==> src/rtl/led_breath_pwm_pkg.sv <==
// ---------------------------------------------------------------------------
// led_breath_pwm_pkg
// Shared definitions for the LED breathing PWM stage: FSM state encoding and
// default sizing values (also used by the blink counter's delay constants).
// Ports: none (package).
// ---------------------------------------------------------------------------
package led_breath_pwm_pkg;

    typedef enum logic [2:0] {
        IDLE    = 3'd0,
        RISE    = 3'd1,
        HOLD_HI = 3'd2,
        FALL    = 3'd3,
        HOLD_LO = 3'd4
    } state_t;

    localparam int DEF_PWM_BITS   = 8;
    localparam int DEF_STEP_DIV   = 1526;
    localparam int DEF_HOLD_STEPS = 64;

endpackage

==> src/rtl/led_pwm_gen.sv <==
// ---------------------------------------------------------------------------
// led_pwm_gen
// Free-running PWM counter with a registered duty comparator.
// Ports:
//   sys_clk  - clock
//   sys_rst  - synchronous active-high reset
//   duty     - duty value, high for duty of 2^PWM_BITS cycles
//   wrap     - high on the last count of each PWM period
//   led_pwm  - registered PWM output
// ---------------------------------------------------------------------------
module led_pwm_gen
    import led_breath_pwm_pkg::*;
#(
    parameter int PWM_BITS = DEF_PWM_BITS
) (
    input  logic                sys_clk,
    input  logic                sys_rst,
    input  logic [PWM_BITS-1:0] duty,
    output logic                wrap,
    output logic                led_pwm
);

    logic [PWM_BITS-1:0] pwm_cnt;

    always_ff @(posedge sys_clk) begin
        if (sys_rst) begin
            pwm_cnt <= '0;
            led_pwm <= 1'b0;
        end else begin
            pwm_cnt <= pwm_cnt + 1'b1;
            led_pwm <= (pwm_cnt < duty);
        end
    end

    assign wrap = (pwm_cnt == {PWM_BITS{1'b1}});

endmodule

==> src/rtl/led_breath_pwm.sv <==
// ---------------------------------------------------------------------------
// led_breath_pwm
// Turns a slow enable level into a breathing LED: the duty of a fixed-period
// PWM ramps up, holds at the top, ramps down and holds at the bottom.
// Ports:
//   sys_clk  - clock (single domain)
//   sys_rst  - synchronous active-high reset
//   en       - breathing request level, synchronized internally
//   led_pwm  - registered PWM drive to the LED pin
//   duty     - current duty value (debug)
//   busy     - high whenever the FSM is not IDLE
//
// state   | meaning
// --------+-----------------------------------------------
// IDLE    | duty forced to 0, waiting for en
// RISE    | duty +1 per step until full scale
// HOLD_HI | duty at full scale for HOLD_STEPS steps
// FALL    | duty -1 per step until 0
// HOLD_LO | duty at 0 for HOLD_STEPS steps, then re-rise
// ---------------------------------------------------------------------------
module led_breath_pwm
    import led_breath_pwm_pkg::*;
#(
    parameter int PWM_BITS   = DEF_PWM_BITS,
    parameter int STEP_DIV   = DEF_STEP_DIV,
    parameter int HOLD_STEPS = DEF_HOLD_STEPS
) (
    input  logic                sys_clk,
    input  logic                sys_rst,
    input  logic                en,
    output logic                led_pwm,
    output logic [PWM_BITS-1:0] duty,
    output logic                busy
);

    localparam logic [PWM_BITS-1:0] DUTY_MAX    = '1;
    localparam logic [PWM_BITS-1:0] DUTY_MAX_M1 = DUTY_MAX - 1'b1;
    localparam logic [PWM_BITS-1:0] DUTY_ONE    = PWM_BITS'(1);
    localparam logic [15:0]         STEP_LAST   = 16'(STEP_DIV - 1);
    localparam logic [15:0]         HOLD_LAST   = 16'(HOLD_STEPS - 1);

    logic        en_meta;
    logic        en_s;
    logic        wrap;
    logic        step;
    logic [15:0] step_cnt;
    logic [15:0] hold_cnt;
    state_t      state;

    led_pwm_gen #(
        .PWM_BITS (PWM_BITS)
    ) u_pwm_gen (
        .sys_clk (sys_clk),
        .sys_rst (sys_rst),
        .duty    (duty),
        .wrap    (wrap),
        .led_pwm (led_pwm)
    );

    always_ff @(posedge sys_clk) begin
        if (sys_rst) begin
            en_meta <= 1'b0;
            en_s    <= 1'b0;
        end else begin
            en_meta <= en;
            en_s    <= en_meta;
        end
    end

    always_ff @(posedge sys_clk) begin
        if (sys_rst) begin
            step_cnt <= '0;
        end else if (wrap) begin
            step_cnt <= (step_cnt == STEP_LAST) ? 16'd0 : step_cnt + 1'b1;
        end
    end

    // Steps land on the last PWM count, so a new duty first takes effect at
    // pwm_cnt = 0 of the following period.
    assign step = wrap && (step_cnt == STEP_LAST);

    always_ff @(posedge sys_clk) begin
        if (sys_rst) begin
            state    <= IDLE;
            duty     <= '0;
            hold_cnt <= '0;
            busy     <= 1'b0;
        end else if (step) begin
            case (state)
                IDLE: begin
                    duty     <= '0;
                    hold_cnt <= '0;
                    if (en_s) begin
                        state <= RISE;
                        busy  <= 1'b1;
                    end
                end
                RISE: begin
                    // Dropping en wins over the increment on the same step.
                    if (!en_s) begin
                        state <= FALL;
                    end else if (duty == DUTY_MAX) begin
                        state    <= HOLD_HI;
                        hold_cnt <= '0;
                    end else begin
                        duty <= duty + 1'b1;
                        if (duty == DUTY_MAX_M1) begin
                            state    <= HOLD_HI;
                            hold_cnt <= '0;
                        end
                    end
                end
                HOLD_HI: begin
                    if (!en_s || hold_cnt == HOLD_LAST) begin
                        state    <= FALL;
                        hold_cnt <= '0;
                    end else begin
                        hold_cnt <= hold_cnt + 1'b1;
                    end
                end
                FALL: begin
                    // An abort right after leaving IDLE enters FALL at 0, so
                    // guard against wrapping below zero.
                    if (duty == '0 || duty == DUTY_ONE) begin
                        duty     <= '0;
                        hold_cnt <= '0;
                        if (en_s) begin
                            state <= HOLD_LO;
                        end else begin
                            state <= IDLE;
                            busy  <= 1'b0;
                        end
                    end else begin
                        duty <= duty - 1'b1;
                    end
                end
                HOLD_LO: begin
                    if (!en_s) begin
                        state <= IDLE;
                        busy  <= 1'b0;
                    end else if (hold_cnt == HOLD_LAST) begin
                        state    <= RISE;
                        hold_cnt <= '0;
                    end else begin
                        hold_cnt <= hold_cnt + 1'b1;
                    end
                end
                default: begin
                    state    <= IDLE;
                    duty     <= '0;
                    hold_cnt <= '0;
                    busy     <= 1'b0;
                end
            endcase
        end
    end

endmodule

==> config.mk <==
export PLATFORM = sky130hd
export DESIGN_NAME = led_breath_pwm
export DESIGN_NICKNAME = d
export VERILOG_FILES = /design/src/rtl/led_breath_pwm_pkg.sv /design/src/rtl/led_pwm_gen.sv /design/src/rtl/led_breath_pwm.sv
export SDC_FILE = /design/constraint.sdc
export NUM_CORES = 1
export LEC_CHECK = 0
export CAP_MARGIN = 20
export CELL_PAD_IN_SITES_DETAIL_PLACEMENT = 0
export CELL_PAD_IN_SITES_GLOBAL_PLACEMENT = 1
export CORE_MARGIN = 5
export CORE_UTILIZATION = 45
export CTS_CLUSTER_DIAMETER = 30
export DETAILED_ROUTE_END_ITERATION = 16
export DONT_BUFFER_PORTS = 1
export GPL_ROUTABILITY_DRIVEN = 0
export GPL_TIMING_DRIVEN = 1
export PLACE_DENSITY_LB_ADDON = 0.1
export SKIP_CTS_REPAIR_TIMING = 1
export SLEW_MARGIN = 20
export SYNTH_ARGS = -nofsm -noshare
export SYNTH_HDL_FRONTEND = slang
export SYNTH_SLANG_ARGS = --single-unit
export TNS_END_PERCENT = 20
==> constraint.sdc <==
create_clock -name sys_clk -period 2.5 [get_ports sys_clk]
set_input_delay 0.375 -clock sys_clk [delete_from_list [all_inputs] [get_ports sys_clk]]
set_output_delay 0.375 -clock sys_clk [all_outputs]
set_load 0.02 [all_outputs]
==> impl_metrics.csv <==
group,metric,value,unit
setup_path,startpoint_type,"flop",
logic_synthesis,synth_commonest_cells,"dfxtp_1, nor2_1, nand2_1, a21oi_1, o21ai_0",
route,wl_per_cell,14.8,um
clock_tree,clkTransAtPathRegs,0.11,ns
clock_tree,cts.sinks,55,
timing,hold_viol_final,0,
pwr,vdd_drop_max,0.000269,V
floorplanning,initial_core_util,45.7,%
logic_synthesis,synthArstFlopShare,0,%
timing,finalClockSkew,0.0122,ns
floorplanning,die_w,95.4,um
route,drt_first_pass_iters,4,
logic_synthesis,synth_edf_count,0,
route,viasPerCell,5.59,
timing,rsz0062_at_grt,"no",
logic_synthesis,synth_area_leaders,"dfxtp_1, ha_1, nor2_1",
clock_tree,clk_latency,0.31,ns
setup_path,crit_start,"step_cnt[4]$_SDFFE_PP0N_",
setup_path,critPathCaptureType,"flop",
route,drcViolationCount,0,
logic_synthesis,synth.distinct_cells,59,
layout,area_growth,10.3,%
route,dr_total_vias,2903,
logic_synthesis,syn_area,3280,sq um
logic_synthesis,synth_cells,405,
setup_path,cp_max_fo,8,
setup_path,r2r-end,"hold_cnt[10]$_SDFFE_PP0P_",
placement,hpwl,5580,um
logic_synthesis,yosys_warnings,0,
timing,clock.fmax,440,MHz
route,ant_nets,0,
layout,layout-drive-gt1-share,12.9,%
logic_synthesis,seq_area_frac_synth,33.5,%
floorplanning,die_area,9100,sq um
global_route,track_usage,17.7,%
layout,fillerInstances,731,
setup_path,timing.rr.start,"step_cnt[4]$_SDFFE_PP0N_",
hold_path,min_from,"sys_rst",
pwr,power_density,404,nW/um^2
logic_synthesis,synth-main-ff-cell,"dfxtp_1",
timing,fin_hold_ws,0.115,ns
setup_path,worstRegToRegCells,6,
floorplanning,core_area,7180,sq um
global_route,grt_pass1_wl,12800,um
clock_tree,tritoncts,"yes",
hold_path,min_to,"duty[0]$_SDFFE_PP0P_",
global_route,first_global_vias,2667,
layout,final_nets,437,
timing,tightest_slew,0.589,ns
logic_synthesis,synth_top_area_share,33.5,%
setup_path,path_class,"reg2reg",
timing,post-route-period-util,90.8,%
setup_path,rrSetupSlack,0.23,ns
timing,min_period,2.27,ns
timing,layout_setup_ws,0.229,ns
timing,tns,0,ns
floorplanning,die_y,95.4,um
layout,diodes,0,
timing,slew_viol_final,0,
placement,preCtsSetupSlack,0.145,ns
global_route,grt_max_degree,34,
clock_tree,cts_buffers,5,
clock_tree,htree_levels,2,
logic_synthesis,postSynthAreaPerCell,8.10,sq um
logic_synthesis,ys_ff_latch,55,
timing,setup_violations,0,
floorplanning,ios,13,
floorplanning,rows,31,
setup_path,required,2.75,ns
logic_synthesis,synth_fp_nets,423,
clock_tree,clk_path_buf_depth,2,
clock_tree,cts-root-buf,"clkbuf_8",
placement,port_buffers,0,
global_route,antenna_found_initial,0,
job,max_cap_violations,0,
pwr,leakagePower,1.26,nW
pwr,p_total,1.46,mW
route,routed_wl,7690,um
hold_path,hold_depth,1,
layout,post-route-util,50.4,%
global_route,overflow,0,
status,outcome,"finished clean",
setup_path,arrival,2.52,ns
hold_path,hold_class,"in2reg",
logic_synthesis,synth.most_common_cell,"dfxtp_1",
logic_synthesis,synth_area_leader_cell,"dfxtp_1",
timing,relSlewSlack,60.6,%
route,drtIter0Drc,213,
worst max-delay path by stage:
| stage | to | slack [ns] |
|---|---|---|
| 3_3_place_gp | hold_cnt[10]$_SDFFE_PP0P_ | 0.22 |
| 5_1_grt | hold_cnt[12]$_SDFFE_PP0P_ | 0.02 |
| 6_report | hold_cnt[10]$_SDFFE_PP0P_ | 0.23 |
| 3_5_place_dp | hold_cnt[10]$_SDFFE_PP0P_ | 0.15 |
| 4_1_cts | hold_cnt[12]$_SDFFE_PP0P_ | 0.12 |
| 2_1_floorplan | hold_cnt[12]$_SDFFE_PP0P_ | 0.16 |
per-layer routing:
layer	up-vias	wire, um	GRT usage [%]
li1	1509	-	-
met1	1336	3930	25.2
met2	54	3430	27.9
met3	4	287	2.92
met4	0	48	4.50
met5	-	0	0
worst max-delay path: stages (launching register included):
cell and delay, ns:
dfxtp_1 0.39, and3_1 0.23, and3_1 0.24, and4_1 0.38
nand3_1 0.29, or4_1 0.53, a21oi_1 0.15
flip-flops by register name (all words and copies together) (netlist names):
name               count
en_meta                1
busy                   1
u_pwm_gen.pwm_cnt      8
hold_cnt              16
duty                   8
en_s                   1
state                  3
u_pwm_gen.led_pwm      1
step_cnt              16
power breakdown:
group	internal, mW	total, mW	leakage (nW)	switching, mW
logic	0.0183	0.0400	0.765	0.0217
registers	0.883	0.890	0.444	0.00699
clock network	0.204	0.532	0.0461	0.328
per-stage QoR:
step	area, sq um	std cells
floorplan	3280	405
global placement	3530	511
detailed placement	3530	511
CTS	3620	519
global route	3620	519
finish	3620	519
cell type report:
type	count	area (sq um)	share of cell area, %
Clock buffer	5	68.8	1.90
Clock inverter	3	23.8	0.657
Inverter	15	56.3	1.56
Multi-Input combinational cell	310	2000	55.4
Sequential cell	55	1100	30.5
Tap cell	99	124	3.42
Timing Repair Buffer	32	240	6.64
placed cells by master, fill, tap and decap left out, types with 2 or more instances in the layout:
cell,instances
or3_1,7
o31ai_1,7
o41ai_2,2
a41oi_1,2
nor2_1,41
inv_1,14
o211ai_1,11
and4_1,2
and3b_1,2
nor2b_1,5
or2_2,4
and2_1,3
a31oi_1,3
a21oi_1,30
a21o_1,3
nor3_1,6
ha_1,15
nor3b_1,2
xnor2_1,7
o21ai_0,19
or4_1,7
mux2i_1,2
nand2_1,33
a211o_1,3
a221oi_1,2
nor4_1,8
nand2b_1,6
clkbuf_8,5
a211oi_1,4
nand3_1,18
nand4_1,14
o41a_1,2
buf_4,32
dfxtp_1,54
and3_1,7
xor2_1,12
nand3b_1,2
o22a_1,2
cell families (layout without fill, tap and decap cells):
group | after synthesis | after routing | synth area share (%)
AOI/OAI and AO/OA | 100 | 100 | 21.1
xor gates and xnor gates | 19 | 19 | 5.07
muxes | 2 | 2 | 0.610
DFF | 55 | 55 | 33.5
and+or+nand+nor | 174 | 174 | 28.6
adders and majority gates | 15 | 15 | 5.72
buffers and inverters | 40 | 55 | 5.37
No activity file was read; power rests on OpenSTA's default activity.
